$ cat src/rtl/fp_issue_if.sv
// Host/ALU-facing signal bundle for the FP issue/writeback controller.
// The controller takes the slave view; the host/ALU side takes the master view.
interface fp_issue_if #(
  parameter int unsigned DATA_W = 32,
  parameter int unsigned ADDR_W = 5
);
  logic              instr_valid;
  logic              instr_ready;
  logic [31:0]       instruction;
  logic              load_en;
  logic [ADDR_W-1:0] load_addr;
  logic [DATA_W-1:0] load_data;
  logic              alu_req_valid;
  logic              alu_req_ready;
  logic [3:0]        alu_op;
  logic [DATA_W-1:0] alu_a;
  logic [DATA_W-1:0] alu_b;
  logic [ADDR_W-1:0] alu_tag;
  logic              alu_rsp_valid;
  logic [DATA_W-1:0] alu_rsp_data;
  logic [ADDR_W-1:0] alu_rsp_tag;
  logic [DATA_W-1:0] data_out;
  logic              data_out_valid;
  logic              err;
  logic              busy;

  modport master (
    output instr_valid, instruction, load_en, load_addr, load_data,
           alu_req_ready, alu_rsp_valid, alu_rsp_data, alu_rsp_tag,
    input  instr_ready, alu_req_valid, alu_op, alu_a, alu_b, alu_tag,
           data_out, data_out_valid, err, busy
  );

  modport slave (
    input  instr_valid, instruction, load_en, load_addr, load_data,
           alu_req_ready, alu_rsp_valid, alu_rsp_data, alu_rsp_tag,
    output instr_ready, alu_req_valid, alu_op, alu_a, alu_b, alu_tag,
           data_out, data_out_valid, err, busy
  );
endinterface

$ cat src/rtl/fp_issue_ctrl.sv
// FP issue/writeback controller: single-entry issue register, register file,
// per-register scoreboard and tagged out-of-order writeback from an external ALU.
module fp_issue_ctrl #(
  parameter int unsigned DATA_W = 32,
  parameter int unsigned NREG   = 32,
  parameter int unsigned ADDR_W = $clog2(NREG)
) (
  input logic       clk,
  input logic       rst,
  fp_issue_if.slave bus
);

  localparam logic [6:0] OPCODE_FP  = 7'b1010011;
  localparam logic [4:0] FUNCT_MAX  = 5'd9;
  localparam logic [4:0] FUNCT_SQRT = 5'd4;

  typedef struct packed {
    logic [4:0]        funct;
    logic [ADDR_W-1:0] rs2;
    logic [ADDR_W-1:0] rs1;
    logic [ADDR_W-1:0] rd;
  } entry_t;

  logic              held_q, held_d;
  entry_t            entry_q, entry_d;
  logic [NREG-1:0]   pending_q, pending_d;
  logic [DATA_W-1:0] regs_q [NREG];
  logic [DATA_W-1:0] regs_d [NREG];
  logic [DATA_W-1:0] data_out_q, data_out_d;
  logic              data_out_valid_q, data_out_valid_d;
  logic              err_q, err_d;

  entry_t in_entry;
  logic   in_legal;
  logic   hazard;
  logic   req_valid;
  logic   req_fire;
  logic   accept;
  logic   rsp_hit;
  logic   load_blocked;
  logic   unused_instr_bits;

  // Decode of the offered instruction; only the low ADDR_W bits of register fields matter.
  always_comb begin
    in_entry.funct = bus.instruction[31:27];
    in_entry.rs2   = ADDR_W'(bus.instruction[24:20]);
    in_entry.rs1   = ADDR_W'(bus.instruction[19:15]);
    in_entry.rd    = ADDR_W'(bus.instruction[11:7]);
    in_legal       = (bus.instruction[6:0] == OPCODE_FP) && (bus.instruction[31:27] <= FUNCT_MAX);
  end

  assign unused_instr_bits = ^{bus.instruction[26:25], bus.instruction[14:12]};

  // sqrt has no second source, so rs2 does not participate in its hazard.
  assign hazard = pending_q[entry_q.rs1] || pending_q[entry_q.rd] ||
                  ((entry_q.funct != FUNCT_SQRT) && pending_q[entry_q.rs2]);

  assign req_valid    = held_q && !hazard;
  assign req_fire     = req_valid && bus.alu_req_ready;
  assign accept       = bus.instr_valid && bus.instr_ready;
  assign rsp_hit      = bus.alu_rsp_valid && pending_q[bus.alu_rsp_tag];
  assign load_blocked = pending_q[bus.load_addr] ||
                        (rsp_hit && (bus.alu_rsp_tag == bus.load_addr));

  always_comb begin
    held_d           = held_q;
    entry_d          = entry_q;
    pending_d        = pending_q;
    regs_d           = regs_q;
    data_out_d       = data_out_q;
    data_out_valid_d = 1'b0;
    err_d            = 1'b0;

    if (req_fire) begin
      held_d              = 1'b0;
      pending_d[entry_q.rd] = 1'b1;
    end

    // Illegal instructions are consumed here and never occupy the issue register.
    if (accept) begin
      if (in_legal) begin
        held_d  = 1'b1;
        entry_d = in_entry;
      end else begin
        err_d = 1'b1;
      end
    end

    if (bus.alu_rsp_valid) begin
      if (rsp_hit) begin
        regs_d[bus.alu_rsp_tag]    = bus.alu_rsp_data;
        pending_d[bus.alu_rsp_tag] = 1'b0;
        data_out_d                 = bus.alu_rsp_data;
        data_out_valid_d           = 1'b1;
      end else begin
        err_d = 1'b1;
      end
    end

    // A writeback to the same register in the same cycle takes priority over the preload.
    if (bus.load_en) begin
      if (load_blocked) begin
        err_d = 1'b1;
      end else begin
        regs_d[bus.load_addr] = bus.load_data;
      end
    end
  end

  always_ff @(posedge clk) begin
    if (!rst) begin
      held_q           <= 1'b0;
      entry_q          <= '0;
      pending_q        <= '0;
      regs_q           <= '{default: '0};
      data_out_q       <= '0;
      data_out_valid_q <= 1'b0;
      err_q            <= 1'b0;
    end else begin
      held_q           <= held_d;
      entry_q          <= entry_d;
      pending_q        <= pending_d;
      regs_q           <= regs_d;
      data_out_q       <= data_out_d;
      data_out_valid_q <= data_out_valid_d;
      err_q            <= err_d;
    end
  end

  assign bus.instr_ready    = !held_q || req_fire;
  assign bus.alu_req_valid  = req_valid;
  assign bus.alu_op         = 4'(entry_q.funct);
  assign bus.alu_a          = regs_q[entry_q.rs1];
  assign bus.alu_b          = regs_q[entry_q.rs2];
  assign bus.alu_tag        = entry_q.rd;
  assign bus.data_out       = data_out_q;
  assign bus.data_out_valid = data_out_valid_q;
  assign bus.err            = err_q;
  assign bus.busy           = held_q || (|pending_q);

endmodule

$ cat src/flat_wrapper.sv
// flat-port wrapper written by rule: the top's interface ports become plain ports
module fp_issue_ctrl_flat 
#(
  parameter int unsigned DATA_W = 32,
  parameter int unsigned NREG   = 32,
  parameter int unsigned ADDR_W = $clog2(NREG)
)
  (clk, rst, bus_instr_valid, bus_instruction, bus_load_en, bus_load_addr, bus_load_data, bus_alu_req_ready, bus_alu_rsp_valid, bus_alu_rsp_data, bus_alu_rsp_tag, bus_instr_ready, bus_alu_req_valid, bus_alu_op, bus_alu_a, bus_alu_b, bus_alu_tag, bus_data_out, bus_data_out_valid, bus_err, bus_busy);
  fp_issue_if #(.DATA_W(DATA_W), .ADDR_W(ADDR_W)) bus_i ();
  input logic clk;
  input logic rst;
  input wire logic [$bits(bus_i.instr_valid)-1:0] bus_instr_valid;
  input wire logic [$bits(bus_i.instruction)-1:0] bus_instruction;
  input wire logic [$bits(bus_i.load_en)-1:0] bus_load_en;
  input wire logic [$bits(bus_i.load_addr)-1:0] bus_load_addr;
  input wire logic [$bits(bus_i.load_data)-1:0] bus_load_data;
  input wire logic [$bits(bus_i.alu_req_ready)-1:0] bus_alu_req_ready;
  input wire logic [$bits(bus_i.alu_rsp_valid)-1:0] bus_alu_rsp_valid;
  input wire logic [$bits(bus_i.alu_rsp_data)-1:0] bus_alu_rsp_data;
  input wire logic [$bits(bus_i.alu_rsp_tag)-1:0] bus_alu_rsp_tag;
  output wire logic [$bits(bus_i.instr_ready)-1:0] bus_instr_ready;
  output wire logic [$bits(bus_i.alu_req_valid)-1:0] bus_alu_req_valid;
  output wire logic [$bits(bus_i.alu_op)-1:0] bus_alu_op;
  output wire logic [$bits(bus_i.alu_a)-1:0] bus_alu_a;
  output wire logic [$bits(bus_i.alu_b)-1:0] bus_alu_b;
  output wire logic [$bits(bus_i.alu_tag)-1:0] bus_alu_tag;
  output wire logic [$bits(bus_i.data_out)-1:0] bus_data_out;
  output wire logic [$bits(bus_i.data_out_valid)-1:0] bus_data_out_valid;
  output wire logic [$bits(bus_i.err)-1:0] bus_err;
  output wire logic [$bits(bus_i.busy)-1:0] bus_busy;
  assign bus_i.instr_valid = bus_instr_valid;
  assign bus_i.instruction = bus_instruction;
  assign bus_i.load_en = bus_load_en;
  assign bus_i.load_addr = bus_load_addr;
  assign bus_i.load_data = bus_load_data;
  assign bus_i.alu_req_ready = bus_alu_req_ready;
  assign bus_i.alu_rsp_valid = bus_alu_rsp_valid;
  assign bus_i.alu_rsp_data = bus_alu_rsp_data;
  assign bus_i.alu_rsp_tag = bus_alu_rsp_tag;
  assign bus_instr_ready = bus_i.instr_ready;
  assign bus_alu_req_valid = bus_i.alu_req_valid;
  assign bus_alu_op = bus_i.alu_op;
  assign bus_alu_a = bus_i.alu_a;
  assign bus_alu_b = bus_i.alu_b;
  assign bus_alu_tag = bus_i.alu_tag;
  assign bus_data_out = bus_i.data_out;
  assign bus_data_out_valid = bus_i.data_out_valid;
  assign bus_err = bus_i.err;
  assign bus_busy = bus_i.busy;
  fp_issue_ctrl #(.DATA_W(DATA_W), .NREG(NREG), .ADDR_W(ADDR_W)) u_core (.clk(clk), .rst(rst), .bus(bus_i));
endmodule
$ cat config.mk
export PLATFORM = sky130hd
export DESIGN_NAME = fp_issue_ctrl_flat
export DESIGN_NICKNAME = d
export VERILOG_FILES = /design/src/rtl/fp_issue_if.sv /design/src/rtl/fp_issue_ctrl.sv /design/src/flat_wrapper.sv
export SDC_FILE = /design/constraint.sdc
export NUM_CORES = 2
export LEC_CHECK = 0
export CORE_AREA = 2 2 439 441
export CTS_CLUSTER_DIAMETER = 120
export DETAILED_ROUTE_END_ITERATION = 7
export DIE_AREA = 0 0 441 443
export PLACE_DENSITY = 0.56
export SLEW_MARGIN = 5
export SYNTH_ARGS = -nofsm -noshare
export SYNTH_HDL_FRONTEND = slang
export SYNTH_SLANG_ARGS = --single-unit
$ cat constraint.sdc
create_clock -name clk -period 4.2 [get_ports clk]
set_input_delay 0.63 -clock clk [delete_from_list [all_inputs] [get_ports clk]]
set_output_delay 0.63 -clock clk [all_outputs]
set_load 0.05 [all_outputs]
Word-level counts from Yosys, hierarchy flattened --
Index checks and enable logic that the tools add are counted.
Storage, ports and cells: flip-flop bits (word level) 1111, output and inout bits 110, logic and storage cells 130
Operators by class: magnitude comparators 14, equality and inequality tests 3, muxes and demuxes 43, bitwise operators 7, reduce and logical (&&, ||, !) cells 22
Operators by type and width (count):
- 1024-bit 2-to-1 mux | 4
- 1024-bit bitwise mux | 2
- 32-bit binary-select mux with 5-bit select | 2
- 32-bit demux with 5-bit select | 2
- 32-bit 2-to-1 mux | 9
- 32-bit bitwise AND | 1
- 32-bit inverter | 1
- 32-bit OR | 1
- 32-bit OR reduction | 1
- 5-bit by 6-bit < comparator with 1-bit output (second input constant) | 5
- 1-bit binary-select mux with 5-bit select | 5
- 6-bit >= comparator (second input constant) | 4
- 5-bit inverter with 6-bit output | 4
- 1-bit 2-to-1 mux | 17
- 6-bit by 1-bit < comparator with 1-bit output (second input constant) | 2
- 1-bit logical AND | 11
- 1-bit demux with 5-bit select | 2
- 5-bit by 1-bit >= comparator with 1-bit output (second input constant) | 2
- 7-bit == test (second input constant) | 1
- 2-bit AND reduction | 3
- 5-bit == test | 1
- 5-bit by 4-bit <= comparator with 1-bit output (second input constant) | 1
- 1-bit logical OR | 5
- 5-bit by 3-bit != test with 1-bit output (second input constant) | 1
- 1-bit zero test | 2

Logic depth before layout (Yosys ltp) --
word-level depth 14, gate-level depth with buffers 12, depth with buffers taken out 8

Worst setup path before layout --
Ideal clock, no wire load.
path kind register -> output, start register u_core.entry_q[5] (netlist bit), end output port bus_alu_a[10], arrival time 3.074 ns, required time 3.570 ns, path slack 0.496 ns, stages on the path, launching flop included 8, path through dfxtp_1 > clkbuf_1 > buf_1 > buf_2 > buf_1 > mux4_2 > mux4_2 > mux2_2
On the way: word-level cells in the longest chain between the ends 4
RTL lines:
- start: declaration | line fp_issue_ctrl.sv:25 | entry_t entry_q, entry_d;
- start signal: assignment | line fp_issue_ctrl.sv:121 | entry_q <= entry_d;
- 5-bit inverter with 6-bit output (implied by the code) | line fp_issue_ctrl.sv:133 | assign bus.alu_a = regs_q[entry_q.rs1];
- 32-bit binary-select mux with 5-bit select | line fp_issue_ctrl.sv:133
- 32-bit 2-to-1 mux (implied by the code) (2 in series) | line fp_issue_ctrl.sv:133
- end: declaration | line flat_wrapper.sv:24 | output wire logic [$bits(bus_i.alu_a)-1:0] bus_alu_a;
No other way between the ends. The select of a mux whose other input is x is not followed.

Worst setup path in the final report --
start register u_core.entry_q[11] (netlist bit), end output port bus_alu_b[16]
On the way: word-level cells in the longest chain between the ends 4
RTL lines:
- 5-bit inverter with 6-bit output (implied by the code) | line fp_issue_ctrl.sv:134 | assign bus.alu_b = regs_q[entry_q.rs2];
- 32-bit binary-select mux with 5-bit select | line fp_issue_ctrl.sv:134
- 32-bit 2-to-1 mux (implied by the code) (2 in series) | line fp_issue_ctrl.sv:134
- end: declaration | line flat_wrapper.sv:25 | output wire logic [$bits(bus_i.alu_b)-1:0] bus_alu_b;
No other way between the ends. The select of a mux whose other input is x is not followed.

==> results.rst <==
.. list-table::
   :header-rows: 1

   * - Metric
     - Value
   * - Time the final worst path needs with I/O delays and setup
     - 4.17 ns
   * - Fin. max-slew vios
     - 0
   * - Final worst-path cycle share
     - 0.993
   * - Kind of start point of the critical path
     - flop
   * - Final worst clock skew
     - 0.0320 ns
   * - Post-synthesis net count
     - 6663
   * - CTS tree
     - built
   * - Total CTS buffers
     - 136
   * - WL final
     - 288 mm
   * - Initial antenna violation count
     - 18
   * - Category of the most critical setup path
     - reg2out
   * - Number of cells produced by synthesis
     - 6551
   * - Final sum of negative setup slack
     - 0 ns
   * - Post-synthesis cell type count
     - 55
   * - Detailed-route wire length per cell
     - 32.1 um
   * - Final RePlAce weighted congestion
     - 0.875
   * - Max clock buf depth
     - 3
   * - Flip-flop and latch count after synthesis
     - 1111
   * - Share of synthesized registers carrying an async set or reset
     - 0
   * - DRT iter0 DRCs
     - 7404
   * - DRC viols
     - 0
   * - Tightest Pin Transition
     - 1.31 ns
   * - Final instance area
     - 77200 um2
   * - Final count of hold timing violations
     - 0
   * - CTS clock-pin slew for the worst setup and hold paths
     - 0.06 ns
   * - Worst skew pair latency
     - 0.81 ns
   * - Maximum fanout along the worst path
     - 23
   * - Slack of the worst reg-to-reg path
     - 0.37 ns
   * - Most used cells in the layout excluding fill and tap cells
     - 1100 x sky130_fd_sc_hd__dfxtp_1, 834 x sky130_fd_sc_hd__mux2i_1, 665 x sky130_fd_sc_hd__mux4_2, 539 x sky130_fd_sc_hd__o21ai_0, 495 x sky130_fd_sc_hd__nor2_1
   * - Total number of nets in the final design
     - 6438
   * - DIE HEIGHT
     - 443 um
   * - Detail-routed via count per cell
     - 6.57
   * - Die X
     - 441 um
   * - Setup violators final
     - 0
   * - Maximum number of pins on one net before global-route repair
     - 172
   * - Cell area after synthesis
     - 66400 um2
   * - Count of cells along the worst register-to-register path
     - 7
   * - Min-delay worst type
     - in2reg
   * - YS warnings
     - 0
   * - Sink of the worst hold path
     - u_core.regs_q[908]
   * - Pwr dens
     - 316 nW/um2
   * - Vias in the first global route
     - 56100
   * - Average cell area after synthesis
     - 10.1 um2
   * - Placed instance area
     - 72200 um2
   * - H-Tree Depth
     - 4
   * - Final critical-path setup slack
     - 0.0297 ns
   * - Highest attainable clock frequency
     - 240 MHz
   * - Leakage
     - 29.5 nW
   * - EDFF count, synth
     - 0
   * - Antenna-violating nets left
     - 0
   * - Max cap viols
     - 0
   * - Count of input and output buffers
     - 216
   * - Slew Limit Headroom
     - 0.126
   * - Placed wire-length estimate
     - 167 mm
   * - Standard-cell rows
     - 161
   * - Hold path depth
     - 2
   * - Most common library cell in the layout ignoring fill and taps
     - sky130_fd_sc_hd__dfxtp_1
   * - CTS root buf
     - sky130_fd_sc_hd__clkbuf_16
   * - Effective utilization at floorplan
     - 0.348
   * - Run status
     - finished clean
   * - Most common flop cell mapped by yosys
     - sky130_fd_sc_hd__dfxtp_1
   * - Peak VDD IR
     - 0.462 mV
   * - Global router's overall resource usage
     - 0.286
   * - Arrival time at the worst endpoint
     - 3.54 ns
   * - Synth-to-Final Area Change
     - 16.2%
   * - Setup repair after global routing missed its margin
     - yes
   * - Share of synthesized area occupied by flip-flops and latches
     - 0.335
   * - Die area
     - 195000 um2
   * - Share of post-route cells with drive strength above 1
     - 0.223
   * - Worst hold path startpoint
     - rst
   * - Nature of the critical path endpoint
     - output pin
   * - Post-Place Worst Slack
     - -0.316 ns
   * - Global route total overflow
     - 0
   * - Number of sinks driven by the clock tree
     - 1111
   * - Std-Cell Core Area
     - 191000 um2
   * - DR vias
     - 58800
   * - Endpoint of the worst-slack reg-to-reg timing path
     - u_core.regs_q[338]
   * - Required time worst endpoint
     - 3.57 ns
   * - IO Count
     - 222
   * - Startpoint of the lowest-slack register-to-register path
     - u_core.pending_q[2]
   * - Iteration count of the initial detailed-routing pass
     - 8
   * - Utilization after layout
     - 0.404
   * - First-pass GRT wire length
     - 410 mm
==> how the worst max path moves through the flow <==
stage | start | endpoint | slack [ns] | cells past startpoint
2_1_floorplan | u_core.entry_q[5] | bus_alu_a[10] | 0.50 | 7
3_3_place_gp | bus_alu_rsp_tag[0] | u_core.regs_q[597] | -0.22 | 9
3_5_place_dp | bus_alu_rsp_tag[0] | u_core.regs_q[338] | -0.32 | 9
4_1_cts | u_core.entry_q[10] | bus_instr_ready | -0.008 | 8
5_1_grt | u_core.entry_q[10] | bus_instr_ready | -0.03 | 8
6_report | u_core.entry_q[11] | bus_alu_b[16] | 0.03 | 6
==> cells by family (layout without fill, tap and decap cells) <==
logic type	after synthesis	in the layout	share of synthesized area
other	0	6	0
flip-flops	1111	1111	0.335
multiplexers	1566	1566	0.362
AND/OR/NAND/NOR	1244	1244	0.0835
buffers and inverters	945	818	0.0581
AO/OA/AOI/OAI	1685	1685	0.161
==> worst max-delay path: stages (launching register included) <==
cell	delay, ns
sky130_fd_sc_hd__dfxtp_4	0.56
sky130_fd_sc_hd__buf_12	0.24
sky130_fd_sc_hd__buf_4	0.40
sky130_fd_sc_hd__mux4_2	0.39
sky130_fd_sc_hd__mux4_2	0.54
sky130_fd_sc_hd__mux2_4	0.35
sky130_fd_sc_hd__buf_4	0.21
==> cell type report <==
type                            count  area, um2
Inverter                            9       41.3
Tap cell                         2526       3160
Multi-Input combinational cell   4495      40800
Clock buffer                      208       4100
Timing Repair Buffer              573       6460
Sequential cell                  1111      22300
Antenna cell                        6       15.0
Clock inverter                     28        328
Fill cell                       18200     114000
==> sequential cells by signal (all words and copies together) (netlist names), 4 cells and up <==
name                 count
u_core.regs_q         1024
u_core.bus.data_out     32
u_core.pending_q        32
u_core.entry_q          11
u_core.bus.alu_tag       5
u_core.bus.alu_op        4
==> through the flow <==
| step | cells | hold slack (ns) | power [mW] |
|---|---|---|---|
| 2_1_floorplan | 6551 | 0.412 | 11.9 |
| 3_3_place_gp | 8685 | 0.424 | 12.5 |
| 3_5_place_dp | 8685 | 0.428 | 12.5 |
| 4_1_cts | 8930 | 0.231 | 24.5 |
| 5_1_grt | 8953 | 0.254 | 25.0 |
| 6_report | 8956 | 0.252 | 24.4 |
==> cells in the mapped netlist (11+ instances only) <==
cell | count | area (um2)
sky130_fd_sc_hd__dfxtp_1 | 1111 | 22200
sky130_fd_sc_hd__mux2i_1 | 834 | 8350
sky130_fd_sc_hd__clkbuf_1 | 728 | 2730
sky130_fd_sc_hd__mux4_2 | 665 | 15000
sky130_fd_sc_hd__o21ai_0 | 539 | 2700
sky130_fd_sc_hd__nor2_1 | 495 | 1860
sky130_fd_sc_hd__a21oi_1 | 487 | 2440
sky130_fd_sc_hd__nand2_1 | 310 | 1160
sky130_fd_sc_hd__a211oi_1 | 271 | 2030
sky130_fd_sc_hd__nand3_1 | 255 | 1280
sky130_fd_sc_hd__a311oi_1 | 223 | 1950
sky130_fd_sc_hd__o311a_1 | 96 | 961
sky130_fd_sc_hd__buf_1 | 79 | 297
sky130_fd_sc_hd__buf_2 | 69 | 345
sky130_fd_sc_hd__mux2_2 | 67 | 754
sky130_fd_sc_hd__buf_4 | 60 | 450
sky130_fd_sc_hd__nand4_1 | 33 | 206
sky130_fd_sc_hd__nor3_1 | 29 | 145
sky130_fd_sc_hd__o211a_1 | 28 | 280
sky130_fd_sc_hd__nand2b_1 | 21 | 131
sky130_fd_sc_hd__nor4_1 | 19 | 119
sky130_fd_sc_hd__and3_1 | 12 | 75.1
sky130_fd_sc_hd__o41ai_1 | 11 | 96.3
==> power by group <==
group	total, mW	switching (mW)	internal [mW]	leakage, nW
clock network	12.0	5.02	7.02	2.18
registers	10.8	0.0955	10.7	8.97
logic	1.59	1.10	0.497	18.4
==> per-layer routing <==
metal | GRT usage | part of all wire
met1 | 0.370 | 0.38
met2 | 0.439 | 0.45
met4 | 0.155 | 0.062
met3 | 0.0678 | 0.11
met5 | 0.00298 | 0.00047
==> what timing repair did <==
action | in CTS | in global routing
setup buffers | 5 | 17
setup endpoints to repair | 63 | 37
hold buffers | 0 | 0
resized for setup | 30 | 12
cloned | 4 | 3
(Power assumes the default switching activity.)
